## src/rtl/ring0_sequencer_if.sv

```systemverilog
// Control and result bus between the register/LA block and ring0_sequencer.
// The sequencer connects through the slave modport; the register side
// connects through the master modport.
interface ring0_sequencer_if #(
    parameter int CNT_W = 16,
    parameter int WIN_W = 16
);
    logic             go_i;
    logic             abort_i;
    logic             busy_o;
    logic [27:0]      cfg_trim_a_i;
    logic [27:0]      cfg_trim_b_i;
    logic [2:0]       cfg_clkmux_i;
    logic [WIN_W-1:0] cfg_window_i;
    logic             res_valid_o;
    logic             res_ready_i;
    logic [CNT_W-1:0] res_count_o;
    logic [WIN_W-1:0] res_cycles_o;
    logic             res_collapsed_o;

    modport slave (
        input  go_i, abort_i, cfg_trim_a_i, cfg_trim_b_i, cfg_clkmux_i,
               cfg_window_i, res_ready_i,
        output busy_o, res_valid_o, res_count_o, res_cycles_o, res_collapsed_o
    );

    modport master (
        output go_i, abort_i, cfg_trim_a_i, cfg_trim_b_i, cfg_clkmux_i,
               cfg_window_i, res_ready_i,
        input  busy_o, res_valid_o, res_count_o, res_cycles_o, res_collapsed_o
    );
endinterface

```

## src/rtl/ring0_sequencer.sv

```systemverilog
// Measurement sequencer for the collapsing ring-oscillator macro.
// One go request applies trims, waits for them to settle, starts the ring,
// counts synchronized ring edges until collapse or window expiry, and hands
// the result back over a valid/ready handshake.
module ring0_sequencer #(
    parameter int CNT_W      = 16,
    parameter int WIN_W      = 16,
    parameter int SETTLE_CYC = 8,
    parameter int IDLE_TO    = 64
) (
    input  logic                    wb_clk_i,
    input  logic                    wb_rst_ni,
    ring0_sequencer_if.slave        bus,
    input  logic                    ring0_clk_i,
    output logic                    ring0_start_o,
    output logic [27:0]             ring0_trim_a_o,
    output logic [27:0]             ring0_trim_b_o,
    output logic [2:0]              ring0_clkmux_o
);

    // One timer serves both the ARM settle period and the 3-cycle STOP drain.
    localparam int TMR_MAX = (SETTLE_CYC > 3) ? SETTLE_CYC : 3;
    localparam int TMR_W   = $clog2(TMR_MAX + 1);
    localparam int IDLE_W  = $clog2(IDLE_TO + 1);

    typedef enum logic [2:0] {
        S_IDLE,
        S_ARM,
        S_RUN,
        S_STOP,
        S_DONE
    } state_t;

    state_t             state_q,     state_d;
    logic [TMR_W-1:0]   tmr_q,       tmr_d;
    logic               ring_s1_q,   ring_s1_d;
    logic               ring_s2_q,   ring_s2_d;
    logic               ring_s3_q,   ring_s3_d;
    logic [CNT_W-1:0]   cnt_q,       cnt_d;
    logic [WIN_W-1:0]   cyc_q,       cyc_d;
    logic [WIN_W-1:0]   last_q,      last_d;
    logic [IDLE_W-1:0]  idle_q,      idle_d;
    logic               collapsed_q, collapsed_d;
    logic [27:0]        trim_a_q,    trim_a_d;
    logic [27:0]        trim_b_q,    trim_b_d;
    logic [2:0]         clkmux_q,    clkmux_d;
    logic [WIN_W-1:0]   window_q,    window_d;
    logic               start_q,     start_d;
    logic               busy_q,      busy_d;
    logic               valid_q,     valid_d;

    logic               edge_det;
    logic [WIN_W-1:0]   cyc_inc;
    logic [IDLE_W-1:0]  idle_inc;
    logic               cnt_full;

    assign edge_det = ring_s2_q & ~ring_s3_q;
    assign cyc_inc  = cyc_q + 1'b1;
    assign idle_inc = idle_q + 1'b1;
    assign cnt_full = (cnt_q == {CNT_W{1'b1}});

    // Next-state, counter and registered-output logic for the measurement FSM.
    always_comb begin
        // NOTE: every signal gets a default before the case so no path leaves
        // it unassigned; a missing default here would infer a latch.
        state_d     = state_q;
        tmr_d       = tmr_q;
        ring_s1_d   = ring0_clk_i;
        ring_s2_d   = ring_s1_q;
        ring_s3_d   = ring_s2_q;
        cnt_d       = cnt_q;
        cyc_d       = cyc_q;
        last_d      = last_q;
        idle_d      = idle_q;
        collapsed_d = collapsed_q;
        trim_a_d    = trim_a_q;
        trim_b_d    = trim_b_q;
        clkmux_d    = clkmux_q;
        window_d    = window_q;

        unique case (state_q)
            S_IDLE: begin
                if (bus.go_i) begin
                    trim_a_d = bus.cfg_trim_a_i;
                    trim_b_d = bus.cfg_trim_b_i;
                    clkmux_d = bus.cfg_clkmux_i;
                    window_d = bus.cfg_window_i;
                    tmr_d    = '0;
                    state_d  = S_ARM;
                end
            end
            S_ARM: begin
                cnt_d       = '0;
                cyc_d       = '0;
                last_d      = '0;
                idle_d      = '0;
                collapsed_d = 1'b0;
                if (bus.abort_i) begin
                    state_d = S_IDLE;
                end else if (tmr_q == TMR_W'(SETTLE_CYC - 1)) begin
                    tmr_d   = '0;
                    state_d = (window_q == '0) ? S_DONE : S_RUN;
                end else begin
                    tmr_d = tmr_q + 1'b1;
                end
            end
            S_RUN: begin
                if (bus.abort_i) begin
                    state_d = S_IDLE;
                end else begin
                    cyc_d = cyc_inc;
                    if (edge_det) begin
                        if (!cnt_full) cnt_d = cnt_q + 1'b1;
                        last_d = cyc_q;
                        idle_d = '0;
                    end else begin
                        idle_d = idle_inc;
                    end
                    // Collapse is tested first so it wins a tie with the window.
                    if (!edge_det && (idle_inc == IDLE_W'(IDLE_TO))) begin
                        collapsed_d = 1'b1;
                        tmr_d       = '0;
                        state_d     = S_STOP;
                    end else if (cyc_inc == window_q) begin
                        tmr_d   = '0;
                        state_d = S_STOP;
                    end
                end
            end
            S_STOP: begin
                // Edges still in the synchronizer are counted; the index freezes.
                if (bus.abort_i) begin
                    state_d = S_IDLE;
                end else begin
                    if (edge_det && !cnt_full) cnt_d = cnt_q + 1'b1;
                    if (tmr_q == TMR_W'(2)) begin
                        state_d = S_DONE;
                    end else begin
                        tmr_d = tmr_q + 1'b1;
                    end
                end
            end
            S_DONE: begin
                if (bus.res_ready_i) state_d = S_IDLE;
            end
            default: state_d = S_IDLE;
        endcase

        // Status outputs are decoded from the next state so they are flops.
        start_d = (state_d == S_RUN);
        busy_d  = (state_d != S_IDLE);
        valid_d = (state_d == S_DONE);
    end

    // State and datapath registers; async reset clears every output.
    always_ff @(posedge wb_clk_i or negedge wb_rst_ni) begin
        if (!wb_rst_ni) begin
            state_q     <= S_IDLE;
            tmr_q       <= '0;
            ring_s1_q   <= 1'b0;
            ring_s2_q   <= 1'b0;
            ring_s3_q   <= 1'b0;
            cnt_q       <= '0;
            cyc_q       <= '0;
            last_q      <= '0;
            idle_q      <= '0;
            collapsed_q <= 1'b0;
            trim_a_q    <= '0;
            trim_b_q    <= '0;
            clkmux_q    <= '0;
            window_q    <= '0;
            start_q     <= 1'b0;
            busy_q      <= 1'b0;
            valid_q     <= 1'b0;
        end else begin
            // NOTE: non-blocking assignments so every flop samples the values
            // from before this edge, independent of statement order.
            state_q     <= state_d;
            tmr_q       <= tmr_d;
            ring_s1_q   <= ring_s1_d;
            ring_s2_q   <= ring_s2_d;
            ring_s3_q   <= ring_s3_d;
            cnt_q       <= cnt_d;
            cyc_q       <= cyc_d;
            last_q      <= last_d;
            idle_q      <= idle_d;
            collapsed_q <= collapsed_d;
            trim_a_q    <= trim_a_d;
            trim_b_q    <= trim_b_d;
            clkmux_q    <= clkmux_d;
            window_q    <= window_d;
            start_q     <= start_d;
            busy_q      <= busy_d;
            valid_q     <= valid_d;
        end
    end

    assign ring0_start_o       = start_q;
    assign ring0_trim_a_o      = trim_a_q;
    assign ring0_trim_b_o      = trim_b_q;
    assign ring0_clkmux_o      = clkmux_q;
    assign bus.busy_o          = busy_q;
    assign bus.res_valid_o     = valid_q;
    assign bus.res_count_o     = cnt_q;
    assign bus.res_cycles_o    = last_q;
    assign bus.res_collapsed_o = collapsed_q;

endmodule
```

## src/flat_wrapper.sv

```systemverilog
// flat-port wrapper written by rule: the top's interface ports become plain ports
module ring0_sequencer_flat 
#(
    parameter int CNT_W      = 16,
    parameter int WIN_W      = 16,
    parameter int SETTLE_CYC = 8,
    parameter int IDLE_TO    = 64
)
  (wb_clk_i, wb_rst_ni, ring0_clk_i, ring0_start_o, ring0_trim_a_o, ring0_trim_b_o, ring0_clkmux_o, bus_go_i, bus_abort_i, bus_cfg_trim_a_i, bus_cfg_trim_b_i, bus_cfg_clkmux_i, bus_cfg_window_i, bus_res_ready_i, bus_busy_o, bus_res_valid_o, bus_res_count_o, bus_res_cycles_o, bus_res_collapsed_o);
  ring0_sequencer_if #(.CNT_W(CNT_W), .WIN_W(WIN_W)) bus_i ();
  input  logic wb_clk_i;
  input  logic wb_rst_ni;
  input  logic ring0_clk_i;
  output logic ring0_start_o;
  output logic [27:0] ring0_trim_a_o;
  output logic [27:0] ring0_trim_b_o;
  output logic [2:0] ring0_clkmux_o;
  input wire logic [$bits(bus_i.go_i)-1:0] bus_go_i;
  input wire logic [$bits(bus_i.abort_i)-1:0] bus_abort_i;
  input wire logic [$bits(bus_i.cfg_trim_a_i)-1:0] bus_cfg_trim_a_i;
  input wire logic [$bits(bus_i.cfg_trim_b_i)-1:0] bus_cfg_trim_b_i;
  input wire logic [$bits(bus_i.cfg_clkmux_i)-1:0] bus_cfg_clkmux_i;
  input wire logic [$bits(bus_i.cfg_window_i)-1:0] bus_cfg_window_i;
  input wire logic [$bits(bus_i.res_ready_i)-1:0] bus_res_ready_i;
  output wire logic [$bits(bus_i.busy_o)-1:0] bus_busy_o;
  output wire logic [$bits(bus_i.res_valid_o)-1:0] bus_res_valid_o;
  output wire logic [$bits(bus_i.res_count_o)-1:0] bus_res_count_o;
  output wire logic [$bits(bus_i.res_cycles_o)-1:0] bus_res_cycles_o;
  output wire logic [$bits(bus_i.res_collapsed_o)-1:0] bus_res_collapsed_o;
  assign bus_i.go_i = bus_go_i;
  assign bus_i.abort_i = bus_abort_i;
  assign bus_i.cfg_trim_a_i = bus_cfg_trim_a_i;
  assign bus_i.cfg_trim_b_i = bus_cfg_trim_b_i;
  assign bus_i.cfg_clkmux_i = bus_cfg_clkmux_i;
  assign bus_i.cfg_window_i = bus_cfg_window_i;
  assign bus_i.res_ready_i = bus_res_ready_i;
  assign bus_busy_o = bus_i.busy_o;
  assign bus_res_valid_o = bus_i.res_valid_o;
  assign bus_res_count_o = bus_i.res_count_o;
  assign bus_res_cycles_o = bus_i.res_cycles_o;
  assign bus_res_collapsed_o = bus_i.res_collapsed_o;
  ring0_sequencer #(.CNT_W(CNT_W), .WIN_W(WIN_W), .SETTLE_CYC(SETTLE_CYC), .IDLE_TO(IDLE_TO)) u_core (.wb_clk_i(wb_clk_i), .wb_rst_ni(wb_rst_ni), .bus(bus_i), .ring0_clk_i(ring0_clk_i), .ring0_start_o(ring0_start_o), .ring0_trim_a_o(ring0_trim_a_o), .ring0_trim_b_o(ring0_trim_b_o), .ring0_clkmux_o(ring0_clkmux_o));
endmodule
```

## config.mk

```make
export PLATFORM = sky130hd
export DESIGN_NAME = ring0_sequencer_flat
export DESIGN_NICKNAME = d
export VERILOG_FILES = /design/src/rtl/ring0_sequencer_if.sv /design/src/rtl/ring0_sequencer.sv /design/src/flat_wrapper.sv
export SDC_FILE = /design/constraint.sdc
export NUM_CORES = 1
export LEC_CHECK = 0
export CAP_MARGIN = 10
export CORE_MARGIN = 2
export CORE_UTILIZATION = 49
export CTS_CLUSTER_SIZE = 10
export DETAILED_ROUTE_END_ITERATION = 8
export PLACE_DENSITY = 0.8
export SYNTH_ARGS = -nofsm -noshare
export SYNTH_HDL_FRONTEND = slang
export SYNTH_SLANG_ARGS = --single-unit
export TNS_END_PERCENT = 20
```

## constraint.sdc

```tcl
create_clock -name wb_clk_i -period 3.52 [get_ports wb_clk_i]
set_clock_uncertainty 0.05 [all_clocks]
set_input_delay 0.704 -clock wb_clk_i [delete_from_list [all_inputs] [get_ports wb_clk_i]]
set_output_delay 0.704 -clock wb_clk_i [all_outputs]
set_load 0.02 [all_outputs]
```

# Yosys cells after proc, flatten, opt, wreduce, memory -nomap -nowiden

Cells that the tools add are included.

Input port bits: 81
Bits in registers: 144
Output and inout bits: 95

Reduce and logical (&&, ||, !) cells: 16
Eq/ne operators: 21
Muxes and demuxes: 37
Add/sub/neg operators: 4
Bitwise gates (word level): 2

Operators with widths:

| operator                                             | count |
|---|---|
| 2-to-1 mux 16 bit                                    | 8 |
| case mux 16 bit (2 select lines)                     | 2 |
| case mux 16 bit (3 select lines)                     | 1 |
| adder 16 x 1 -> 16 bit (second input constant)       | 2 |
| 2-to-1 mux 4 bit                                     | 8 |
| 2-to-1 mux 3 bit                                     | 10 |
| equality test 16 bit                                 | 1 |
| equality test 16 bit (second input constant)         | 1 |
| logical NOT 16 bit                                   | 1 |
| case mux 4 bit (4 select lines)                      | 1 |
| case mux 3 bit (5 select lines)                      | 1 |
| 2-to-1 mux 7 bit                                     | 2 |
| case mux 7 bit (2 select lines)                      | 1 |
| != test 2 bit (second input constant)                | 6 |
| equality test 3 x 2 -> 1 bit (second input constant) | 3 |
| adder 7 x 1 -> 7 bit (second input constant)         | 1 |
| equality test 7 bit (second input constant)          | 1 |
| AND reduction 7 bit                                  | 1 |
| equality test 3 bit (second input constant)          | 2 |
| != test 2 x 1 -> 1 bit (second input constant)       | 3 |
| AND reduction 3 bit                                  | 2 |
| AND reduction 6 bit                                  | 1 |
| nonzero test 3 bit                                   | 2 |
| adder 4 x 1 -> 4 bit (second input constant)         | 1 |
| other kinds (14)                                     | 18 |

# Longest topological paths before layout

Depth in word-level cells: 8
Depth in mapped cells: 10
Depth with buffers taken out: 9

# Worst setup path before layout

Ideal clock, no wire load.

Path type: register to register
Start point: register u_core.cyc_q[0]
End point: register u_core.tmr_q[2]
Setup slack: 827 ps
Required time: 3344 ps
Stages on the path, launching flop included: 9
Path buffers: 0
Data arrival time: 2517 ps
Setup time: 126 ps
Path through: dfrtp_1 ha_1 nand4_4 or4_4 a2111oi_2 and4b_1 o21ai_2 and2_4 a311o_1

Word-level cells in the longest chain between the ends: 4

RTL lines:

| what                                    | RTL line               | text |
|---|---|---|
| start, declared                         | ring0_sequencer.sv:40  | `logic [WIN_W-1:0] cyc_q, cyc_d;` |
| start signal, assigned                  | ring0_sequencer.sv:184 | `cyc_q <= cyc_d;` |
| adder 16 x 1 -> 16 bit                  | ring0_sequencer.sv:58  | `assign cyc_inc = cyc_q + 1'b1;` |
| equality test 16 bit                    | ring0_sequencer.sv:124 | `end else if (cyc_inc == window_q) begin` |
| != test 3 x 1 -> 1 bit (no source line) | --                     |  |
| AND reduction 7 bit (no source line)    | --                     |  |
| end signal, assigned                    | ring0_sequencer.sv:179 | `tmr_q <= tmr_d;` |
| end, declared                           | ring0_sequencer.sv:35  | `logic [TMR_W-1:0] tmr_q, tmr_d;` |

Every way passes these cells.
A chain may end at the register's enable or synchronous reset.

# Final worst setup path

Same ends and word-level chain as after synthesis.

==> qor.csv <==
stage,metric,value,unit
die,# rows,42,
die,die width,121,um
worst_hold_path,Hold WC Path Type,input pin to async pin,
cts,Resize count post-CTS,0,
detailed_routing,DRC viols,0,
global_route,first-pass GRT wire length,28.3,mm
cts,number of CTS-inserted buffers,17,
timing,endpoints failing setup,0,
power,Cell Pwr Density,568,nW/um^2
layout,antenna cells,0,
synthesis,"EDFF count, synth",0,
global_route,vias in the first global route,5741,
power,NetSw,0.00153,W
power,switching portion of total power,0.292,
cts,Max clock buf depth,2,
power,Tot Pwr,0.00525,W
timing,fin worst setup slack,514,ps
timing,period utilization,0.854,
global_route,GRT overflow,0,
synthesis,sequential area share after synthesis,0.536,
layout,Total Nets Final,1002,
synthesis,Synth Register Bits,144,
cts,Clock Pin Slew Worst Setup and Hold Paths,60,ps
placed_design,# port buffers,175,
power,Static Leak,4.21,nW
synthesis,YS warnings,0,
timing,achievable clock frequency,0.333,GHz
synthesis,share of the synthesized area in the top cell type,0.536,
placed_design,Post-DP HPWL,11.8,mm
power,clock share of power,0.364,
timing,final hold viol count,0,
placed_design,placed cells,1072,
detailed_routing,drt wl/cell,15.3,um
placed_design,GP Congestion,0.904,
run_status,status,"finished, final reports clean",
run,max cap viols,0,
layout,Fillers,1074,
synthesis,Syn Nets,842,
power,Comb pwr share,0.239,
timing,Final Max Slew Viols,0,
critical_path,crit-path cells,"ha_1, nand4_4, or4_1, xnor2_1, a2111oi_2, and4b_1, o21ai_2, and2_4, a311o_1",
timing,crit path time final,3010,ps
layout,Layout area overhead,37.5,%
synthesis,Gate Count Post-Synth,755,
critical_path,CP max stage cell,or4_1,
cts,clock latency on the worst-skew pair,410,ps
synthesis,main flop type after synthesis,dfrtp_1,
global_route,largest net degree at the start of global routing,77,
die,Starting Density,0.505,
synthesis,Synth top cells by count,"nand2_1 (286), dfrtp_1 (144), o21ai_0 (52)",
layout,share of layout cells above drive strength 1,0.0614,
synthesis,Avg Synthesized Cell Area,8.90,um^2
cts,TritonCTS clock tree,done,
detailed_routing,Post-DRT Antenna Nets,0,
critical_path,critical path type,flop to flop,
synthesis,Netlist Area Pre-Place,6720,um^2
critical_path,crit start category,flop,
cts,H-tree levels,4,
timing,relative slew slack,0.445,
synthesis,Yosys cell types,59,
timing,Least-Margin Pin Slew,832,ps
die,Core ar.,13300,um^2
power,maximum vdd drop,353,uV
global_route,initial antenna violation count,0,
placed_design,post-place setup slack,510,ps
global_route,GRT Total Usage,0.245,
cts,# Post-CTS Setup Buffers,0,
timing,RSZ-0062 raised after global routing,false,
layout,Layout Cells excl Fill,1104,
critical_path,Reg2Reg Depth,9,
cts,clk sinks,144,
detailed_routing,Avg Vias per Cell,5.22,
critical_path,Crit. End Element,flop,
critical_path,Critical Path RT,3770,ps
detailed_routing,1st-pass router iterations,4,
detailed_routing,Initial DRC Count,421,
power,internal power,0.00372,W
timing,TNS Setup,0,ps
cts,cts hold-fix bufs,0,
critical_path,Worst Path Arrival,3250,ps
synthesis,top post-synthesis cells by area,"dfrtp_1 (54%), nand2_1 (16%), o21ai_0 (3.9%)",
die,die footprint,14700,um^2
critical_path,CP max stage delay,510,ps
power,Reg power frac,0.397,
synthesis,"count leader, synth",nand2_1,
detailed_routing,Vias,5767,
critical_path,crit-path max FO,7,
cts,Root Driver,clkbuf_16,
synthesis,fraction of registers with async set/reset,1.00,
detailed_routing,Routed WL,16.9,mm
die,die height,121,um
synthesis,cell taking the most area after synthesis,dfrtp_1,
die,I/O pins,176,
final timing paths:
| path | from | end | slack (ps) |
|---|---|---|---|
| worst max-delay path | u_core.cyc_q[0] | u_core.tmr_q[2] | 510 |
| max in group asynchronous | wb_rst_ni | u_core.bus.res_count_o[10] | 2420 |
| worst min register to register | u_core.ring_s1_q | u_core.ring_s2_q | 300 |
| min in group wb_clk_i | u_core.ring_s1_q | u_core.ring_s2_q | 300 |
| worst min-delay path | wb_rst_ni | u_core.ring0_trim_a_o[7] | 210 |
| worst max register to register | u_core.cyc_q[0] | u_core.tmr_q[2] | 510 |
flip-flops by register name, summed over array words and instances (netlist names), 3 cells and up:
register / flops
u_core.ring0_trim_a_o: 28
u_core.cyc_q: 16
u_core.bus.res_count_o: 16
u_core.window_q: 16
u_core.ring0_trim_b_o: 28
u_core.ring0_clkmux_o: 3
u_core.tmr_q: 4
u_core.idle_q: 7
u_core.bus.res_cycles_o: 16
u_core.state_q: 3
per-layer routing:
layer	share of wire	up-vias	global-route usage
met3	0.078	13	0.0808
li1	-	2829	-
met5	0	-	0
met2	0.47	180	0.386
met1	0.44	2745	0.321
met4	0.010	0	0.0727
cells in the final DEF, fill, tap and decap left out, drive strengths merged, types with 3 or more instances in the layout:
cell type | Yosys | layout
o21ai | 54 | 54
buf | 10 | 10
a21oi | 9 | 9
xnor2 | 18 | 18
nor4 | 8 | 8
xor2 | 19 | 19
or4 | 5 | 5
and2 | 4 | 4
nand2b | 5 | 5
nor3 | 10 | 10
a211oi | 6 | 6
nand2 | 286 | 286
bufinv | 0 | 4
or3 | 11 | 11
nand3b | 3 | 3
clkdlybuf4s50 | 0 | 174
and3 | 4 | 4
nand4 | 12 | 12
ha | 6 | 6
clkbuf | 33 | 23
a31oi | 4 | 4
nor2 | 36 | 36
inv | 9 | 10
o31ai | 6 | 6
nand3 | 23 | 23
dfrtp | 144 | 144
per-stage QoR:
step                area, um^2  hold WS [ps]  utilization
global route              9240           253        0.695
global placement          8610           285        0.648
detailed placement        8610           286        0.648
CTS                       9240           238        0.695
floorplan                 6720           281            -
finish                    9240           208        0.695
power by group through the flow:
| stage | sequential [W] | clock [W] | combinational [W] |
|---|---|---|---|
| floorplan | 0.00229 | 0 | 0.000438 |
| global placement | 0.00210 | 0 | 0.00124 |
| detailed placement | 0.00211 | 0 | 0.00127 |
| CTS | 0.00209 | 0.00194 | 0.00127 |
| global route | 0.00212 | 0.00202 | 0.00137 |
| finish | 0.00208 | 0.00191 | 0.00126 |
worst max-delay path, delay by kind of cell, from the launching register on:
family	cells	cell delay [ps]
xor gates and xnor gates	1	170
adders and majority gates	1	350
AOI/OAI and AO/OA	3	670
and+or+nand+nor	4	1160
DFF	1	490
cell type report:
class,count,area [um^2],share of cell area
flip-flops and latches,144,3600,0.390
clock inverters,9,154,0.0167
clock buffers,23,478,0.0517
inverters,9,33.8,0.00366
multi-input cells,559,2910,0.315
well taps,176,220,0.0238
repair buffers,184,1850,0.200
logic make-up after synthesis:
kind of cell,synth area share
simple gates,0.282
mux,0.00633
fa+ha+maj,0.0112
compound gates,0.0832
xor+xnor,0.0482
buf+inv,0.0326
flops,0.536
Power figures use the tool's default switching activity.
